--- src/rtl/esm_instr_streamer.sv ---
// Program-image feeder for the ESM reorder block: loads a short instruction image,
// streams it one word per cycle with decoded RegWrite/ALUSrc, then drains with zero bubbles.
module esm_instr_streamer #(
   parameter int Instruction_word_size = 32,
   parameter int DEPTH                 = 32,
   parameter int DRAIN_CYCLES          = 40
) (
   input  logic                             clk,
   input  logic                             rst,
   input  logic                             load_en,
   input  logic [Instruction_word_size-1:0] load_data,
   input  logic                             clr,
   input  logic                             start,
   input  logic                             stall,
   output logic [Instruction_word_size-1:0] Instr_out,
   output logic                             RegWrite,
   output logic                             ALUSrc,
   output logic                             busy,
   output logic                             done,
   output logic [$clog2(DEPTH):0]           prog_len,
   output logic                             load_ovf
);
   localparam int AW = $clog2(DEPTH);
   localparam int LW = AW + 1;
   localparam int DW = $clog2(DRAIN_CYCLES + 1);

   typedef enum logic [1:0] {ST_IDLE, ST_STREAM, ST_DRAIN, ST_DONE} state_t;

   state_t                           state_q, state_d;
   logic [LW-1:0]                    pc_q, pc_d;
   logic [LW-1:0]                    prog_len_q, prog_len_d;
   logic [DW-1:0]                    drain_q, drain_d;
   logic                             load_ovf_q, load_ovf_d;
   logic [Instruction_word_size-1:0] instr_q, instr_d;
   logic                             regwrite_q, regwrite_d;
   logic                             alusrc_q, alusrc_d;
   logic                             busy_q, busy_d;
   logic                             done_q, done_d;
   logic                             mem_we;
   logic [Instruction_word_size-1:0] cur_word;

   logic [Instruction_word_size-1:0] mem [DEPTH];

   // Returns {RegWrite, ALUSrc} for an RV32I opcode.
   function automatic logic [1:0] decode(input logic [6:0] opcode);
      case (opcode)
         7'b0010011: decode = 2'b11;
         7'b0110011: decode = 2'b10;
         7'b0110111: decode = 2'b11;
         7'b0000011: decode = 2'b11;
         7'b0100011: decode = 2'b01;
         default:    decode = 2'b00;
      endcase
   endfunction

   assign cur_word = mem[pc_q[AW-1:0]];

   always_comb begin
      state_d    = state_q;
      pc_d       = pc_q;
      prog_len_d = prog_len_q;
      drain_d    = drain_q;
      load_ovf_d = load_ovf_q;
      instr_d    = instr_q;
      regwrite_d = regwrite_q;
      alusrc_d   = alusrc_q;
      mem_we     = 1'b0;
      case (state_q)
         ST_IDLE: begin
            // load_en takes priority over clr, which takes priority over start
            if (load_en) begin
               if (prog_len_q == LW'(DEPTH)) begin
                  load_ovf_d = 1'b1;
               end else begin
                  mem_we     = 1'b1;
                  prog_len_d = prog_len_q + LW'(1);
               end
            end else if (clr) begin
               prog_len_d = '0;
               load_ovf_d = 1'b0;
            end else if (start) begin
               pc_d    = '0;
               drain_d = '0;
               state_d = (prog_len_q != '0) ? ST_STREAM : ST_DRAIN;
            end
         end
         ST_STREAM: begin
            if (!stall) begin
               instr_d                = cur_word;
               {regwrite_d, alusrc_d} = decode(cur_word[6:0]);
               pc_d                   = pc_q + LW'(1);
               if (pc_q == prog_len_q - LW'(1)) begin
                  state_d = ST_DRAIN;
                  drain_d = '0;
               end
            end
         end
         ST_DRAIN: begin
            if (!stall) begin
               instr_d    = '0;
               regwrite_d = 1'b0;
               alusrc_d   = 1'b0;
               // DONE is entered on the edge after the last bubble was issued
               if (drain_q == DW'(DRAIN_CYCLES)) begin
                  state_d = ST_DONE;
               end else begin
                  drain_d = drain_q + DW'(1);
               end
            end
         end
         ST_DONE: begin
            instr_d    = '0;
            regwrite_d = 1'b0;
            alusrc_d   = 1'b0;
            if (clr) begin
               state_d    = ST_IDLE;
               prog_len_d = '0;
               load_ovf_d = 1'b0;
            end else if (start) begin
               pc_d    = '0;
               drain_d = '0;
               state_d = (prog_len_q != '0) ? ST_STREAM : ST_DRAIN;
            end
         end
         default: state_d = ST_IDLE;
      endcase
      busy_d = (state_d == ST_STREAM) || (state_d == ST_DRAIN);
      done_d = (state_d == ST_DONE);
   end

   always_ff @(posedge clk or posedge rst) begin
      if (rst) begin
         state_q    <= ST_IDLE;
         pc_q       <= '0;
         prog_len_q <= '0;
         drain_q    <= '0;
         load_ovf_q <= 1'b0;
         instr_q    <= '0;
         regwrite_q <= 1'b0;
         alusrc_q   <= 1'b0;
         busy_q     <= 1'b0;
         done_q     <= 1'b0;
      end else begin
         state_q    <= state_d;
         pc_q       <= pc_d;
         prog_len_q <= prog_len_d;
         drain_q    <= drain_d;
         load_ovf_q <= load_ovf_d;
         instr_q    <= instr_d;
         regwrite_q <= regwrite_d;
         alusrc_q   <= alusrc_d;
         busy_q     <= busy_d;
         done_q     <= done_d;
      end
   end

   // Program memory is not reset; the image survives rst but prog_len forgets it.
   always_ff @(posedge clk) begin
      if (mem_we) begin
         mem[prog_len_q[AW-1:0]] <= load_data;
      end
   end

   assign Instr_out = instr_q;
   assign RegWrite  = regwrite_q;
   assign ALUSrc    = alusrc_q;
   assign busy      = busy_q;
   assign done      = done_q;
   assign prog_len  = prog_len_q;
   assign load_ovf  = load_ovf_q;
endmodule

--- config.mk ---
export PLATFORM = sky130hd
export DESIGN_NAME = esm_instr_streamer
export DESIGN_NICKNAME = d
export VERILOG_FILES = /design/src/rtl/esm_instr_streamer.sv
export SDC_FILE = /design/constraint.sdc
export NUM_CORES = 1
export LEC_CHECK = 0
export CORE_MARGIN = 2
export CORE_UTILIZATION = 48
export DETAILED_ROUTE_END_ITERATION = 7
export PLACE_DENSITY = 0.67
export SLEW_MARGIN = 20
export SYNTH_ARGS = -nofsm -noshare
export SYNTH_HDL_FRONTEND = slang
export SYNTH_SLANG_ARGS = --single-unit
--- constraint.sdc ---
create_clock -name clk -period 3.55 [get_ports clk]
set_input_delay 0.71 -clock clk [delete_from_list [all_inputs] [get_ports clk]]
set_output_delay 0.71 -clock clk [all_outputs]
set_load 0.02 [all_outputs]
==> summary by stage <==
Logic synthesis
The mean post-synth cell area is 19.4 µm². The flip-flop and latch count after synthesis is 1,081. Summing every instance area after synthesis gives ~0.042 mm².

Yosys printed 0 warnings. The number of nets handed over by synthesis was 2,218. In this run, synthesis inferred between 1,000 and 1,500 flip-flops with an integrated enable. The dominant synthesized flop cell is edfxtp_1. Of the synthesized area, sequential elements account for 76.6%. Synthesis handed over a netlist of 2,172 instances. The fraction of registers with async set/reset is 5.27%.

The post-synthesis cell type count is 59.

Final layout
The final net count is 2,480. The fraction of the core area covered by cells at the end of the flow is 57.1%. The multi-input combinational cells in the finished layout cover a total of roughly 0.0096 mm². Cells with a size suffix above 1 make up 22.5% of the layout. Leaving out fill and tap cells, the most frequent cells in the layout are edfxtp_1, mux2i_1, buf_4, mux4_2, clkbuf_16. The commonest non-fill, non-tap cell in the layout is edfxtp_1. From synthesis to final layout, the design area changed by 17.9%.

Counting the fill cells in the layout gives 6,382. The area occupied by registers is 0.0322 mm². The count of cells in the finished layout, fillers not included, comes to 3,681. 0 antenna diodes ended up in the layout.

Critical path
In this design, the largest share of critical-path delay is due to compound AO/OA/AOI/OAI gates. The number of cells traversed by the worst register-to-register path is 8. The highest net fanout along the worst path is 20. The end of the worst register-to-register path is RegWrite$_DFFE_PP0P_. STA puts the critical path data required time at 4.08 ns. The largest individual stage delay along the critical path comes from the cell dfrtp_4. The worst reg-to-reg setup slack is 0.32 ns. The reg-to-reg startpoint is pc_q[0]$_DFFE_PP0P_.

The worst setup path is of the flop to flop kind. The kind of capture point of the worst setup path is a flop. Together, buffers and inverters on the worst path number 2. Walking the worst path, the cells encountered are buf_12, mux4_2, mux2i_1, o22ai_1, o32ai_1, buf_4, a21bo_1, a22o_1. STA classifies the critical path startpoint as a flop. On the worst path, the slowest cell contributes a delay of just under 0.7 ns. The arrival time reported for the critical path endpoint is between 3 and 4 ns.

Floorplanning
The horizontal die dimension is between 200 and 300 µm. The number of I/O pins is 81. The core area is 0.0868 mm². For this configuration, the core starts out at a cell density of 48.4%. From bottom edge to top edge, the die measures roughly 300 µm. The floorplan step defined a die boundary enclosing about 0.090 mm². The placement row count is between 100 and 150.

Power
The total power density per cell area is about 710 mW/mm². The part of the total power dissipated in combinational logic is 25.6%. The completed layout was analyzed and its total power is 35.4 mW. Per report_power, the clock group accounts for roughly 32% of the total. Across the VDD grid, the largest voltage drop is 0.000635 V. Internal power comes to between 20 and 30 mW. The fraction of power spent switching nets is between 20 and 30%. For this design the total switching power over the nets is 10.3 mW.

The sequential group share of total power is approximately 42%. Summed over all cells, the static leakage comes to 16.1 nW.

Timing
Static timing analysis puts the maximum clock frequency at 309 MHz. The number of pins exceeding their max-slew limit in the final report is 0. The clock skew is 0.0439 ns. The share of the clock period used by the worst path is 91.0%. The setup slack of the critical path after layout is 0.319 ns. The actual slew at the worst max-slew pin is 0.709 ns. The routed design could run at a clock period as short as about 3.2 ns. Setup violations remaining at the end of the flow were counted as 0. The number of hold violations in the final report is 0. The worst slew margin relative to its limit is 52.6%. Setup repair after global routing left no endpoint under its margin.

Drt
For this block, the routed nets add up to approximately 110,000 µm of wire. After detailed routing, the number of remaining DRC violations is 0. The number of design-rule violations left by the first detailed-router iteration is ~2,400. The detail route stage leaves a number of antenna-violating nets equal to 0.

The detailed-routing iteration count for the pre-antenna-repair pass is 5. Dividing the detail-routed wire length by the instance count gives 28.6 µm. The total via count after detailed routing is 22,500. The via count normalized by instance count is about 6.

Placement
Prior to clock tree synthesis, the placed netlist has a worst setup slack of 0.217 ns. The count of input and output buffers is 80. The final weighted congestion in routability-driven placement is between 0.8 and 0.9. Detailed placement finished with a half-perimeter wire length of 66,000 µm. The placed cell count is approximately 3,500.

Clock tree
The total of cells resized after clock tree synthesis is 0. Counting every sink on the clock net gives 1,081. Clock-pin slew was measured on the worst setup and hold paths at roughly 0.06 ns. The deepest clock path buffer count is 3. Buffers inserted during clock tree synthesis total 108.

TritonCTS built the clock tree. Clock latency on the worst-skew pair, taken at its later pin, is 0.68 ns. The buffer type at the clock tree root is clkbuf_16. The count of hold buffers inserted by post-cts repair is 0.

The number of setup buffers added after CTS is 0. In this run the number of H-tree levels came out at 3.

Flow run
Max-cap violations in this run came to 0.

Global routing
The number of global-route vias before repair is 22,800. Across every metal layer, demand over resource in global routing totals 23.5%. The number of antenna violations at the first check in global routing is 0.

The total overflow reported by the global router is 0. The first global-routing pass estimated 153,000 µm of wire. Entering global routing, the biggest net connects 58 pins.

Status
The run finished with clean final reports.

Min path
The min-delay analysis places its worst path in the category input pin to async pin.
-- layout make-up --
cell class / instances / area share, %
clock inverter: 62 / 1.36
inverter: 9 / 0.0682
timing repair buffer: 277 / 5.50
multi-input combinational: 957 / 19.3
tap: 1155 / 2.92
sequential: 1081 / 65.0
clock buffer: 140 / 5.90
-- power groups by stage --
stage	clock network (mW)	logic [mW]	registers (mW)
3_5_place_dp	0	9.09	15.2
4_1_cts	11.6	9.11	14.9
6_report	11.4	9.07	14.9
2_1_floorplan	0	5.47	15.0
5_1_grt	12.1	9.57	15.0
3_3_place_gp	0	8.98	15.2
-- layer usage --
metal	GRT usage [%]	wire [µm]
met3	3.97	7660
met5	0	0
met1	30.6	40500
met2	39.2	52500
met4	9.99	4700
-- kinds of logic (layout without fill, tap and decap cells) --
| kind of cell | count (synthesis) | count (layout) | share of synthesized area [%] |
|---|---|---|---|
| flops | 1081 | 1081 | 76.6 |
| mux | 382 | 382 | 13.6 |
| compound gates | 337 | 337 | 5.62 |
| simple gates | 221 | 221 | 2.43 |
| fa+ha+maj | 8 | 8 | 0.238 |
| buf+inv | 134 | 488 | 1.35 |
| xor+xnor | 9 | 9 | 0.188 |
-- synth_stat cells (3+ instances only) --
library cell	instances	area (µm²)
ha_1	8	100
o31ai_1	5	37.5
o221ai_1	104	911
mux2_2	10	113
nor3_1	10	50.1
buf_2	37	185
a211o_1	4	35.0
nor2b_1	5	31.3
nand3_1	11	55.1
nand2_1	104	390
inv_1	7	26.3
a22o_1	7	61.3
a31oi_1	8	50.1
o21ai_1	31	155
a211oi_1	25	188
edfxtp_1	1024	30700
o31a_1	3	26.3
mux2i_1	221	2210
buf_4	5	37.5
a21oi_1	57	285
buf_1	14	52.6
or3_1	4	25.0
o21ai_0	19	95.1
nand2b_1	11	68.8
clkbuf_1	69	259
o22ai_1	58	363
nor2_1	45	169
xnor2_1	7	61.3
mux4_2	151	3400
nand3b_1	4	30.0
and2_1	4	25.0
and3_1	8	50.1
dfrtp_1	57	1430
-- worst max path at each step --
stage | startpoint | end | slack [ns] | depth (start not counted)
floorplan | prog_len[0]$_DFFE_PP0P_ | mem[15][0]$_DFFE_PP_ | -0.02 | 6
global placement | load_en | mem[4][17]$_DFFE_PP_ | 0.20 | 8
detailed placement | load_en | mem[4][19]$_DFFE_PP_ | 0.22 | 8
CTS | pc_q[0]$_DFFE_PP0P_ | RegWrite$_DFFE_PP0P_ | 0.30 | 8
global route | pc_q[0]$_DFFE_PP0P_ | RegWrite$_DFFE_PP0P_ | 0.27 | 8
finish | pc_q[0]$_DFFE_PP0P_ | RegWrite$_DFFE_PP0P_ | 0.32 | 8
-- state kept, by name (all words and copies together), names as in the netlist --
register   flops
mem         1024
Instr_out     32
drain_q        6
pc_q           6
prog_len       6
state_q        2
ALUSrc         1
RegWrite       1
busy           1
done           1
load_ovf       1
-- metrics by stage --
stage          area, µm²  TNS, ns  hold WS, ns
2_1_floorplan      42000    -4.11        0.465
3_3_place_gp       46000        0        0.466
3_5_place_dp       46000        0        0.474
4_1_cts            49600        0        0.450
5_1_grt            49600        0        0.505
6_report           49600        0        0.464
No activity file was read; power rests on OpenSTA's default activity.
